## config.mk

```make
export PLATFORM = sky130hd
export DESIGN_NAME = vram_arbiter
export DESIGN_NICKNAME = d
export VERILOG_FILES = /design/src/rtl/vram_arbiter_pkg.sv /design/src/rtl/vram_arb_run_ctr.sv /design/src/rtl/vram_arbiter.sv
export SDC_FILE = /design/constraint.sdc
export NUM_CORES = 1
export LEC_CHECK = 0
export ABC_CLOCK_PERIOD_IN_PS = 2500
export BUFFER_PORTS_ARGS = -buffer_cell sky130_fd_sc_hd__buf_2
export CORE_MARGIN = 1.5
export CORE_UTILIZATION = 40
export DETAILED_ROUTE_END_ITERATION = 7
export PLACE_DENSITY_LB_ADDON = 0.12
export SYNTH_ARGS = -nofsm -noshare
export SYNTH_HDL_FRONTEND = slang
export SYNTH_SLANG_ARGS = --single-unit
```

## constraint.sdc

```tcl
create_clock -name clk -period 2.5 [get_ports clk]
set_input_delay 0 -clock clk [delete_from_list [all_inputs] [get_ports clk]]
set_output_delay 0 -clock clk [all_outputs]
set_load 0.01 [all_outputs]
```

## src/rtl/vram_arbiter_pkg.sv

```systemverilog
// rtl/vram_arbiter_pkg.sv - shared types and defaults for the video RAM arbiter
package vram_arbiter_pkg;

    // Default geometry: 8 KiB of byte-wide video RAM
    localparam int DEFAULT_AW = 13;
    localparam int DEFAULT_DW = 8;

    // CPU-side access tracker; one access outstanding at a time
    typedef enum logic [1:0] {
        CPU_IDLE   = 2'd0,
        CPU_ISSUED = 2'd1,
        CPU_WAIT   = 2'd2,
        CPU_ACK    = 2'd3
    } cpuState_t;

    // Width needed to hold a run count of 0..maxRun
    function automatic int runWidth(input int maxRun);
        return $clog2(maxRun + 1);
    endfunction

endpackage

```

## src/rtl/vram_arb_run_ctr.sv

```systemverilog
// rtl/vram_arb_run_ctr.sv - saturating count of consecutive video grants made while the CPU waits
module vram_arb_run_ctr
    import vram_arbiter_pkg::*;
#(
    parameter int MAX_RUN = 8
) (
    input  logic clk,
    input  logic reset,
    input  logic inc,
    input  logic clr,
    output logic sat
);

    localparam int W = runWidth(MAX_RUN);
    localparam logic [W-1:0] MAX_VAL = W'(MAX_RUN);

    logic [W-1:0] runCount;

    // Clear wins over increment; the count parks at MAX_VAL until cleared
    always_ff @(posedge clk or negedge reset) begin
        if (!reset) begin
            runCount <= '0;
        end else if (clr) begin
            runCount <= '0;
        end else if (inc && !sat) begin
            runCount <= runCount + W'(1);
        end
    end

    // Saturation tells the grant logic that video has used up its run
    always_comb begin
        sat = (runCount == MAX_VAL);
    end

endmodule

```

## src/rtl/vram_arbiter.sv

```systemverilog
// rtl/vram_arbiter.sv - shares one single-port video RAM between CPU and pixel fetcher; VRAM_ARB_STATS_EN adds a CPU wait counter
module vram_arbiter
    import vram_arbiter_pkg::*;
#(
    parameter int AW          = DEFAULT_AW,
    parameter int DW          = DEFAULT_DW,
    parameter int MAX_VID_RUN = 8
) (
    input  logic          clk,
    input  logic          reset,
`ifdef VRAM_ARB_STATS_EN
    input  logic          stat_clr,
    output logic [15:0]   stat_cpu_wait,
`endif
    input  logic          cpu_req,
    input  logic          cpu_we,
    input  logic [AW-1:0] cpu_addr,
    input  logic [DW-1:0] cpu_wdata,
    output logic [DW-1:0] cpu_rdata,
    output logic          cpu_ack,
    input  logic          vid_req,
    input  logic [AW-1:0] vid_addr,
    output logic          vid_gnt,
    output logic [DW-1:0] vid_data,
    output logic          vid_valid,
    output logic          ram_en,
    output logic          ram_we,
    output logic [AW-1:0] ram_addr,
    output logic [DW-1:0] ram_wdata,
    input  logic [DW-1:0] ram_rdata
);

    cpuState_t cpuState;
    cpuState_t cpuNext;

    logic cpuEligible;
    logic vidGnt;
    logic cpuGnt;
    logic runSat;
    logic runInc;
    logic runClr;

    // Owner of the access currently presented on ram_*
    logic ramIsCpu;
    // Access whose read data the RAM is producing this cycle
    logic retVid;
    logic retCpu;
    logic retWe;

    // Grant decision: video by default, CPU once video has had its run
    always_comb begin
        cpuEligible = cpu_req && (cpuState == CPU_IDLE);
        vidGnt      = vid_req && (!cpuEligible || !runSat);
        cpuGnt      = cpuEligible && !vidGnt;
        runInc      = vidGnt && cpuEligible;
        runClr      = cpuGnt || !cpu_req;
        vid_gnt     = vidGnt;
    end

    vram_arb_run_ctr #(
        .MAX_RUN (MAX_VID_RUN)
    ) u_run_ctr (
        .clk   (clk),
        .reset (reset),
        .inc   (runInc),
        .clr   (runClr),
        .sat   (runSat)
    );

    // CPU tracker state register
    always_ff @(posedge clk or negedge reset) begin
        if (!reset) begin
            cpuState <= CPU_IDLE;
        end else begin
            cpuState <= cpuNext;
        end
    end

    // CPU tracker next state: follows the access down the two-stage pipe
    always_comb begin
        cpuNext = cpuState;
        case (cpuState)
            CPU_IDLE:   if (cpuGnt) cpuNext = CPU_ISSUED;
            CPU_ISSUED: cpuNext = CPU_WAIT;
            CPU_WAIT:   cpuNext = CPU_ACK;
            CPU_ACK:    cpuNext = CPU_IDLE;
            default:    cpuNext = CPU_IDLE;
        endcase
    end

    // CPU tracker outputs: ack is a decode of the registered state
    always_comb begin
        cpu_ack = (cpuState == CPU_ACK);
    end

    // RAM command register; address and write data hold when no grant
    always_ff @(posedge clk or negedge reset) begin
        if (!reset) begin
            ram_en    <= 1'b0;
            ram_we    <= 1'b0;
            ram_addr  <= '0;
            ram_wdata <= '0;
            ramIsCpu  <= 1'b0;
        end else begin
            ram_en   <= vidGnt || cpuGnt;
            ram_we   <= cpuGnt && cpu_we;
            ramIsCpu <= cpuGnt;
            if (vidGnt) begin
                ram_addr <= vid_addr;
            end else if (cpuGnt) begin
                ram_addr  <= cpu_addr;
                ram_wdata <= cpu_wdata;
            end
        end
    end

    // Tag of the access the RAM samples this edge, so the return stage knows where rdata goes
    always_ff @(posedge clk or negedge reset) begin
        if (!reset) begin
            retVid <= 1'b0;
            retCpu <= 1'b0;
            retWe  <= 1'b0;
        end else begin
            retVid <= ram_en && !ramIsCpu;
            retCpu <= ram_en && ramIsCpu;
            retWe  <= ram_we;
        end
    end

    // Return stage: steer RAM read data to video or CPU; CPU writes return zero
    always_ff @(posedge clk or negedge reset) begin
        if (!reset) begin
            vid_valid <= 1'b0;
            vid_data  <= '0;
            cpu_rdata <= '0;
        end else begin
            vid_valid <= retVid;
            if (retVid) begin
                vid_data <= ram_rdata;
            end
            if (retCpu) begin
                cpu_rdata <= retWe ? '0 : ram_rdata;
            end
        end
    end

`ifdef VRAM_ARB_STATS_EN
    logic [15:0] statCpuWait;

    // Count cycles a ready CPU request loses arbitration; saturates rather than wraps
    always_ff @(posedge clk or negedge reset) begin
        if (!reset) begin
            statCpuWait <= '0;
        end else if (stat_clr) begin
            statCpuWait <= '0;
        end else if (cpuEligible && !cpuGnt && (statCpuWait != 16'hFFFF)) begin
            statCpuWait <= statCpuWait + 16'd1;
        end
    end

    assign stat_cpu_wait = statCpuWait;
`endif

endmodule
```

==> flow_summary_export.csv, run 1 <==
group,metric,value,unit
timing,clock.fmax,475,MHz
critical_path,critical_path.max_stage_delay,0.79,ns
cts,tritoncts_clock_tree,"built",
grt,global_route.usage.total,0.197,
synthesis,yosysWarnings,0,
die,std_cell_rows,27,
detailed_routing,totalWireLength,5920,um
timing,final-max-slew-violation-count,0,
detailed_routing,routed-wl-met2,2770,um
hold_path,timing.hold.worst.class,"input port to flop",
critical_path,worst_ep_required_time,2.75,ns
cts,cts_inserted_buffers,5,
critical_path,cp.buffers_inverters,1,
synthesis,synth_sequential_area_ratio,0.531,
detailed_routing,drt.antenna.violating_nets,0,
critical_path,r2r.worst_path.cells,5,
detailed_routing,route.top_layer_used,"met4",
detailed_routing,firstDrtPassIters,6,
synthesis,synth_area_per_cell,12.8,um2
critical_path,worst_ep_arrival_time,2.35,ns
cts,clk_transition_reported_paths,0.09,ns
cells_and_area,fill_cells,486,
cells_and_area,most-common-layout-cells,"sky130_fd_sc_hd__buf_2, sky130_fd_sc_hd__dfrtp_1, sky130_fd_sc_hd__dlygate4sd3_1",
synthesis,synth_cell_type_count,29,
timing,setup_viol,0,
timing,fin_setup_tns,0,ns
timing,final.setup_skew,0.00702,ns
critical_path,cp.depth,5,
synthesis,synthesis.instances,184,
die,die_area,6360,um2
cells_and_area,most_frequent_standard_cell_in_the_layout_excluding_fill_and_tap_cells,"sky130_fd_sc_hd__buf_2",
cts,post_cts.resized_instances,0,
cts,cts-root-buf,"sky130_fd_sc_hd__clkbuf_8",
grt,grt_overflow,0,
die,chip_height,79.7,um
critical_path,rrSetupSlack,0.40,ns
grt,grt_max_degree,27,
cells_and_area,insertedDiodeCount,0,
timing,finalHoldViolations,0,
hold_path,worstHoldPathCells,3,
power_and_ir_drop,leakage,1.63,nW
detailed_routing,avgRoutedWirePerCell,15.3,um
critical_path,critical_path_class,"flop to flop",
critical_path,critical_path.reg2reg.startpoint,"cpuState[0]$_DFFE_PN0P_",
die,coreArea,5610,um2
die,boundaryPins,89,
critical_path,critical_path.cell_chain,"inv_1 > ha_1 > nand2_8 > nor2_1 > a221o_2",
detailed_routing,detailroute.via_count,1939,
cts,max_root_sink_buffers,2,
detailed_routing,remaining_drcs,0,
timing,rsz0062_at_grt,"false",
cts,h-tree-depth,2,
placement,gpl.final_weighted_congestion,0.700,
cells_and_area,layout-drive-gt1-share,0.404,
placement,io_buffers,88,
synthesis,postSynthRegisterBits,50,
detailed_routing,met1Wirelength,2770,um
power_and_ir_drop,peakVddDrop,0.480,mV
synthesis,synth.net_count,237,
grt,grt_antenna_before_repair,0,
die,fp.dieW,79.7,um
grt,grt_pass1_wl,9600,um
outcome,status,"completed",
placement,post-dp-hpwl,3680,um
timing,max_slew.worst_pin.slew,0.983,ns
critical_path,path_delay_family,"simple AND/OR/NAND/NOR gates",
critical_path,timing.rr.end,"ram_addr[0]$_DFFE_PN0P_",
critical_path,path_max_fanout,19,
synthesis,post_synthesis_instance_area,2350,um2
timing,period_share,0.841,
timing,finalCriticalPeriod,2.10,ns
power_and_ir_drop,cellPowerDensity,822,nW/um2
cts,cts_num_sinks,50,
detailed_routing,mean_number_of_vias_per_cell,5.02,
hold_path,worstHoldStart,"cpu_req",
cells_and_area,num-nets-final,366,
critical_path,critical_path.endpoint_type,"flop",
job,cap_violations,0,
critical_path,crit_path_top_delay_cell,"sky130_fd_sc_hd__nor2_1",
timing,relative_slew_slack,0.342,
cells_and_area,areaGrowthSynthToFinish,43.0,%
timing,whs,0.138,ns
hold_path,min_delay_worst_endpoint,"u_run_ctr.runCount[2]$_DFFE_PN0P_",
critical_path,start_kind,"flop",
cts,postCtsSetupRepairBufs,0,
die,initial_utilization,0.420,
power_and_ir_drop,report.power.total,0.00277,W
detailed_routing,drtIter0Drc,75,
detailed_routing,wl_met3,327,um
cts,clk-insertion-delay-late,0.30,ns
grt,first_global_vias,2059,
-- report_power, final --
part | internal (W) | leakage [nW] | switching (W)
logic | 0.000500 | 0.966 | 0.000494
clock network | 0.000300 | 0.0524 | 0.000263
registers | 0.00106 | 0.612 | 0.000153
-- worst reg2reg max path, delay by kind of cell (launching register included) --
| family | cells | cell delay (ns) |
|---|---|---|
| simple gates | 2 | 0.95 |
| flops | 1 | 0.39 |
| compound gates | 1 | 0.29 |
| buf+inv | 1 | 0.12 |
| fa+ha+maj | 1 | 0.29 |
-- repair_timing --
action	4_1_cts	5_1_grt
hold buffers	44	0
endpoints found under the setup margin	0	0
endpoints found under the hold margin	62	0
-- cell usage after synthesis, drive strengths merged --
cell	n	share of area
nand4b	2	0.0074
nand2	7	0.018
a31o	13	0.048
nor2b	2	0.0053
and2	2	0.0053
and4b	13	0.055
buf	10	0.030
o21a	1	0.0064
nor2	2	0.0032
ha	6	0.032
a2bb2oi	1	0.0037
inv	14	0.022
dfrtp	50	0.53
nand3b	9	0.034
o21ai	10	0.021
a21oi	1	0.0069
o31ai	2	0.0064
a221o	13	0.057
or2b	1	0.0032
mux2i	1	0.0043
nand3	4	0.0085
mux2	18	0.086
clkbuf	2	0.0032
-- cell families (layout without fill, tap and decap cells) --
family	count (synthesis)	in the layout	synth area share
buffers and inverters	26	156	0.0558
muxes	19	19	0.0903
DFF	50	50	0.531
adders and majority gates	6	6	0.0319
and+or+nand+nor	42	42	0.140
AOI/OAI and AO/OA	41	41	0.150
-- through the flow --
stage          area [um2]  instances  worst slack [ns]   util
4_1_cts              3370        386             0.376  0.601
2_1_floorplan        2350        184             0.878      -
6_report             3370        386             0.397  0.601
5_1_grt              3370        386             0.235  0.601
3_3_place_gp         2820        334             0.446  0.503
3_5_place_dp         2820        334             0.398  0.503
-- metal layers --
| layer | vias to the layer above | global-route usage |
|---|---|---|
| met5 | - | 0 |
| met4 | 0 | 0.0772 |
| met3 | 5 | 0.0389 |
| met2 | 74 | 0.331 |
| met1 | 915 | 0.248 |
| li1 | 945 | - |
-- how the worst max path moves through the flow --
stage	to	slack, ns	start
floorplan	ram_addr[7]$_DFFE_PN0P_	0.88	cpuState[0]$_DFFE_PN0P_
global placement	ram_addr[2]$_DFFE_PN0P_	0.45	cpuState[0]$_DFFE_PN0P_
detailed placement	ram_addr[0]$_DFFE_PN0P_	0.40	cpuState[0]$_DFFE_PN0P_
CTS	ram_addr[4]$_DFFE_PN0P_	0.38	cpuState[0]$_DFFE_PN0P_
global route	ram_addr[12]$_DFFE_PN0P_	0.23	cpuState[0]$_DFFE_PN0P_
finish	ram_addr[0]$_DFFE_PN0P_	0.40	cpuState[0]$_DFFE_PN0P_
-- state kept, by name, indices dropped and copies added (netlist names) --
name	count
retVid	1
ram_addr	13
u_run_ctr.runCount	4
vid_data	8
ramIsCpu	1
cpuState	2
retWe	1
retCpu	1
ram_wdata	8
ram_we	1
vid_valid	1
cpu_rdata	8
ram_en	1
-- final cells by class --
type                            instances  area, um2  share of cell area
Clock inverter                          1       30.0             0.00892
Multi-Input combinational cell        108        972               0.289
Inverter                               14       52.6              0.0156
Tap cell                               72       90.1              0.0267
Timing Repair Buffer                  134        896               0.266
Sequential cell                        50       1250               0.371
Clock buffer                            7       76.3              0.0227
Note: power is estimated with default switching activity, not from simulation.
==> run 2, diff against run 1 <==
- ABC_CLOCK_PERIOD_IN_PS: 2500 -> 2200
- clock period: 2.5 -> 2.2 ns (I/O delays scaled with it)
==> flow_summary_export.csv, run 2 (same netlist as run 1, synthesis figures left out) <==
group,metric,value,unit
timing,period_share,0.811,
timing,fin_setup_tns,0,ns
detailed_routing,wl_met3,281,um
placement,dp_cells,334,
die,die_area,6360,um2
cells_and_area,num-nets-final,366,
timing,max_slew.worst_pin.slew,0.603,ns
detailed_routing,detailroute.via_count,1929,
critical_path,worst_ep_arrival_time,2.02,ns
timing,final-max-slew-violation-count,0,
outcome,status,"completed",
job,cap_violations,0,
critical_path,setup.worst_path.end,"ram_addr[0]$_DFFE_PN0P_",
timing,clock.fmax,561,MHz
die,boundaryPins,89,
power_and_ir_drop,peakVddDrop,0.565,mV
cts,clk-insertion-delay-late,0.30,ns
timing,relative_slew_slack,0.598,
critical_path,critical_path.cell_chain,"inv_1 > ha_1 > nand2_8 > nor2_2 > a221o_2",
critical_path,timing.rr.end,"ram_addr[0]$_DFFE_PN0P_",
hold_path,worstHoldPathCells,3,
critical_path,cp-startpoint,"cpuState[0]$_DFFE_PN0P_",
timing,rsz0062_at_grt,"false",
cells_and_area,final_core_utilization,0.602,
cells_and_area,largest_register_ffs,13,
critical_path,critical_path.endpoint_type,"flop",
detailed_routing,route.top_layer_used,"met4",
timing,whs,0.140,ns
cells_and_area,most_frequent_standard_cell_in_the_layout_excluding_fill_and_tap_cells,"sky130_fd_sc_hd__buf_2",
detailed_routing,routed-wl-met2,2680,um
critical_path,rrSetupSlack,0.42,ns
placement,post-dp-hpwl,3650,um
grt,first_global_vias,1923,
die,initial_utilization,0.420,
detailed_routing,totalWireLength,5680,um
critical_path,critical_path_class,"flop to flop",
grt,global_route.usage.total,0.187,
detailed_routing,remaining_drcs,0,
cells_and_area,layout-drive-gt1-share,0.411,
cts,clk_transition_reported_paths,0.09,ns
grt,grt_max_degree,33,
die,fp.dieW,79.7,um
cts,tritoncts_clock_tree,"built",
critical_path,path_max_fanout,19,
cells_and_area,largest_register,"ram_addr",
critical_path,worst_ep_required_time,2.44,ns
grt,grt_overflow,0,
cts,cts_inserted_buffers,5,
grt,grt_pass1_wl,9060,um
timing,setup_viol,0,
placement,place_worst_setup_slack,0.124,ns
detailed_routing,met1Wirelength,2670,um
die,chip_height,79.7,um
cts,cts-root-buf,"sky130_fd_sc_hd__clkbuf_8",
placement,io_buffers,88,
die,coreArea,5610,um2
critical_path,critical_path.reg2reg.startpoint,"cpuState[0]$_DFFE_PN0P_",
cells_and_area,instances_no_fill,386,
cts,h-tree-depth,2,
critical_path,start_kind,"flop",
cts,cts_num_sinks,50,
cts,postCtsSetupRepairBufs,0,
detailed_routing,drtIter0Drc,103,
detailed_routing,firstDrtPassIters,4,
die,std_cell_rows,27,
cells_and_area,areaGrowthSynthToFinish,43.3,%
placement,gpl.final_weighted_congestion,0.703,
timing,finalCriticalPeriod,1.78,ns
timing,finalHoldViolations,0,
detailed_routing,mean_number_of_vias_per_cell,5.00,
timing,final.setup_skew,0.00428,ns
cells_and_area,most-common-layout-cells,"sky130_fd_sc_hd__buf_2, sky130_fd_sc_hd__dfrtp_1, sky130_fd_sc_hd__dlygate4sd3_1",
critical_path,critical_path.max_stage_delay,0.53,ns
timing,timing.final.ws_setup,0.417,ns
detailed_routing,drt.antenna.violating_nets,0,
grt,grt_antenna_before_repair,0,
power_and_ir_drop,leakage,1.63,nW
critical_path,crit_path_top_delay_cell,"sky130_fd_sc_hd__nor2_2",
cts,max_root_sink_buffers,2,
detailed_routing,avgRoutedWirePerCell,14.7,um
hold_path,timing.hold.worst.class,"input port to flop",
critical_path,r2r.worst_path.cells,5,
power_and_ir_drop,cellPowerDensity,932,nW/um2
cells_and_area,insertedDiodeCount,0,
run 2: cell count changes in the layout (fill, tap and decap cells not counted):
cell / delta
sky130_fd_sc_hd__nor2_1: -1
sky130_fd_sc_hd__clkinvlp_4: +1
sky130_fd_sc_hd__nor2_2: +1
sky130_fd_sc_hd__clkbuf_1: -1
run 2: worst min-delay path by stage:
stage,start,to,slack [ns]
CTS,cpu_req,u_run_ctr.runCount[2]$_DFFE_PN0P_,0.13
detailed placement,reset,cpu_rdata[1]$_DFFE_PN0P_,-0.04
finish,vid_req,u_run_ctr.runCount[2]$_DFFE_PN0P_,0.14
global route,vid_req,u_run_ctr.runCount[2]$_DFFE_PN0P_,0.17
global placement,reset,cpu_rdata[1]$_DFFE_PN0P_,-0.04
floorplan,reset,cpuState[0]$_DFFE_PN0P_,-0.30
run 2: worst max-delay path: cells and delay by family (launching register included):
kind            cells  cell delay [ns]
simple gates        2             0.68
fa+ha+maj           1             0.28
flops               1             0.39
compound gates      1             0.26
buf+inv             1             0.12
run 2: cell type report:
cell class	instances	area [um2]
tap	72	90.1
multi-input combinational	108	975
timing repair buffer	134	896
clock inverter	2	37.5
sequential	50	1250
clock buffer	6	72.6
inverter	14	52.6
fill	487	2230
run 2: layer usage:
metal	vias to the layer above	global-route usage
met1	914	0.245
met4	0	0.0509
li1	945	-
met3	7	0.0423
met5	-	0
met2	63	0.308
run 2: repair_timing:
action	in CTS	in global routing
setup endpoints to repair	0	13
hold endpoints to repair	56	0
hold buffers	44	0
gates resized for setup	0	1
run 2: metrics by stage:
stage          area [um2]  total power (W)
2_1_floorplan        2350          0.00205
3_3_place_gp         2820          0.00245
3_5_place_dp         2820          0.00247
4_1_cts              3370          0.00318
5_1_grt              3370          0.00336
6_report             3370          0.00315
run 2: power by group:
part	internal, W	switching [W]	leakage [nW]
Sequential	0.00120	0.000167	0.612
Clock	0.000340	0.000305	0.0514
Combinational	0.000569	0.000561	0.965
Total	0.00211	0.00103	1.63
==> run 3, diff against run 2 <==
- ABC_CLOCK_PERIOD_IN_PS: 2200 -> 1500
- clock period: 2.2 -> 1.5 ns (I/O delays scaled with it)
==> flow_summary_export.csv, run 3 (same netlist as run 1, synthesis figures left out) <==
group,metric,value,unit
cells_and_area,instances_no_fill,408,
timing,rsz0062_at_grt,"true",
timing,fin_setup_tns,-0.626,ns
timing,whs,0.189,ns
die,chip_height,79.7,um
die,boundaryPins,89,
detailed_routing,mean_number_of_vias_per_cell,5.03,
detailed_routing,detailroute.via_count,2051,
power_and_ir_drop,share_seq_of_total_power,0.390,
timing,final.setup_skew,0.00626,ns
detailed_routing,remaining_drcs,0,
power_and_ir_drop,swShare,0.325,
power_and_ir_drop,combPwrFrac,0.428,
placement,io_buffers,88,
cts,cts_inserted_buffers,5,
timing,relative_slew_slack,0.636,
timing,timing.final.ws_setup,-0.0610,ns
cells_and_area,largest_register,"ram_addr",
detailed_routing,totalWireLength,6430,um
power_and_ir_drop,p_int,0.00350,W
critical_path,critical_path.reg2reg.startpoint,"cpuState[0]$_DFFE_PN0P_",
cts,cts_num_sinks,50,
power_and_ir_drop,leakage,1.79,nW
timing,final-max-slew-violation-count,0,
cts,max_root_sink_buffers,2,
placement,post-dp-hpwl,3900,um
timing,finalHoldViolations,0,
cts,h-tree-depth,2,
power_and_ir_drop,peakVddDrop,0.817,mV
hold_path,worstHoldStart,"cpu_req",
cells_and_area,areaGrowthSynthToFinish,57.2,%
placement,dp_cells,351,
detailed_routing,drtIter0Drc,89,
cts,cts-root-buf,"sky130_fd_sc_hd__clkbuf_8",
cts,clk_transition_reported_paths,0.09,ns
placement,gpl.final_weighted_congestion,0.801,
outcome,violations,"negative setup slack",
critical_path,timing.rr.end,"ram_wdata[5]$_DFFE_PN0P_",
grt,global_route.usage.total,0.206,
die,fp.dieW,79.7,um
grt,grt_max_degree,29,
critical_path,path_max_fanout,10,
timing,setup_viol,22,
hold_path,timing.hold.worst.class,"input port to flop",
critical_path,critical_path.endpoint_type,"flop",
grt,grt_antenna_before_repair,0,
timing,finalCriticalPeriod,1.56,ns
detailed_routing,firstDrtPassIters,4,
power_and_ir_drop,share_clk_of_total_power,0.182,
die,die_area,6360,um2
hold_path,worstHoldPathCells,3,
grt,first_global_vias,2110,
die,std_cell_rows,27,
critical_path,start_kind,"flop",
cells_and_area,most_frequent_standard_cell_in_the_layout_excluding_fill_and_tap_cells,"sky130_fd_sc_hd__buf_2",
critical_path,path_delay_family,"flip-flops",
critical_path,worst_ep_arrival_time,1.75,ns
cts,tritoncts_clock_tree,"built",
timing,period_share,1.04,
cts,clk-insertion-delay-late,0.30,ns
die,initial_utilization,0.420,
timing,clock.fmax,641,MHz
detailed_routing,drt.antenna.violating_nets,0,
detailed_routing,avgRoutedWirePerCell,15.8,um
critical_path,critical_path_class,"flop to flop",
timing,max_slew.worst_pin.slew,0.546,ns
power_and_ir_drop,report.power.total,0.00519,W
cells_and_area,layout-drive-gt1-share,0.479,
job,cap_violations,0,
cells_and_area,insertedDiodeCount,0,
critical_path,worst_ep_required_time,1.69,ns
critical_path,crit_path_top_delay_cell,"sky130_fd_sc_hd__dfrtp_1",
critical_path,rrSetupSlack,-0.06,ns
grt,grt_overflow,0,
critical_path,cp.buffers_inverters,2,
outcome,status,"finished with violations",
cells_and_area,largest_register_ffs,13,
hold_path,min_delay_worst_endpoint,"u_run_ctr.runCount[2]$_DFFE_PN0P_",
cells_and_area,num-nets-final,388,
critical_path,critical_path.max_stage_delay,0.39,ns
power_and_ir_drop,cellPowerDensity,1400,nW/um2
critical_path,critical_path.cell_chain,"inv_2 > ha_4 > nand2_8 > a21oi_4 > buf_12 > mux2_2",
cells_and_area,most-common-layout-cells,"sky130_fd_sc_hd__buf_2, sky130_fd_sc_hd__dfrtp_1, sky130_fd_sc_hd__dlygate4sd3_1",
power_and_ir_drop,total_switching_power,0.00169,W
die,coreArea,5610,um2
critical_path,r2r.worst_path.cells,6,
grt,grt_pass1_wl,10100,um
## run 3: cell types whose count changed in the layout (fill, tap and decap cells not counted), moves of 4 or more
| cell | delta |
|---|---|
| sky130_fd_sc_hd__buf_4 | +13 |
| sky130_fd_sc_hd__mux2_4 | +7 |
| sky130_fd_sc_hd__inv_2 | +4 |
| sky130_fd_sc_hd__buf_6 | +5 |
| sky130_fd_sc_hd__inv_1 | -4 |
| sky130_fd_sc_hd__mux2_2 | -7 |
## run 3: stage by stage
| stage | worst slack [ns] | area (um2) | util |
|---|---|---|---|
| floorplan | -0.0732 | 2380 | - |
| global placement | -0.146 | 3000 | 0.535 |
| detailed placement | -0.201 | 3000 | 0.535 |
| CTS | -0.0519 | 3620 | 0.646 |
| global route | -0.121 | 3700 | 0.660 |
| finish | -0.0610 | 3700 | 0.660 |
## run 3: repair_timing
action | in CTS | in global routing
hold buffers | 44 | 0
endpoints found under the setup margin | 24 | 26
resized for setup | 9 | 15
hold endpoints to repair | 60 | 0
pin swaps | 4 | 8
setup buffers | 2 | 1
gates cloned | 1 | 1
## run 3: worst max path at each step
stage	start	end	slack [ns]	depth (start not counted)
2_1_floorplan	cpuState[1]$_DFFE_PN0P_	ram_addr[7]$_DFFE_PN0P_	-0.07	7
3_3_place_gp	cpuState[1]$_DFFE_PN0P_	ram_addr[2]$_DFFE_PN0P_	-0.15	5
3_5_place_dp	cpuState[1]$_DFFE_PN0P_	ram_addr[2]$_DFFE_PN0P_	-0.20	5
4_1_cts	u_run_ctr.runCount[0]$_DFFE_PN0P_	ram_wdata[4]$_DFFE_PN0P_	-0.05	6
5_1_grt	cpuState[0]$_DFFE_PN0P_	ram_addr[0]$_DFFE_PN0P_	-0.12	6
6_report	cpuState[0]$_DFFE_PN0P_	ram_wdata[5]$_DFFE_PN0P_	-0.06	6
## run 3: area by class of cell
type | instances | area, um2
clock buffers | 6 | 72.6
fillers | 461 | 1910
well taps | 72 | 90.1
multi-input cells | 110 | 1090
clock inverters | 2 | 37.5
repair buffers | 154 | 1100
inverters | 14 | 52.6
flip-flops and latches | 50 | 1250
## run 3: worst reg2reg max path, stage by stage (launching register included)
cell                      delay, ns
sky130_fd_sc_hd__dfrtp_1       0.39
sky130_fd_sc_hd__inv_2         0.09
sky130_fd_sc_hd__ha_4          0.22
sky130_fd_sc_hd__nand2_8       0.10
sky130_fd_sc_hd__a21oi_4       0.17
sky130_fd_sc_hd__buf_12        0.16
sky130_fd_sc_hd__mux2_2        0.33
## run 3: layer usage
layer | vias up | wire [um] | part of all wire | global-route usage
li1 | 989 | - | - | -
met1 | 1002 | 2830 | 0.44 | 0.262
met2 | 53 | 3310 | 0.52 | 0.360
met3 | 7 | 229 | 0.036 | 0.0389
met4 | 0 | 56 | 0.0087 | 0.0509
met5 | - | 0 | 0 | 0
## run 3: power by group through the flow
stage | sequential [W] | clock [W] | combinational (W)
2_1_floorplan | 0.00219 | 0 | 0.000877
3_3_place_gp | 0.00202 | 0 | 0.00186
3_5_place_dp | 0.00203 | 0 | 0.00188
4_1_cts | 0.00201 | 0.000973 | 0.00207
5_1_grt | 0.00207 | 0.00103 | 0.00244
6_report | 0.00202 | 0.000945 | 0.00222
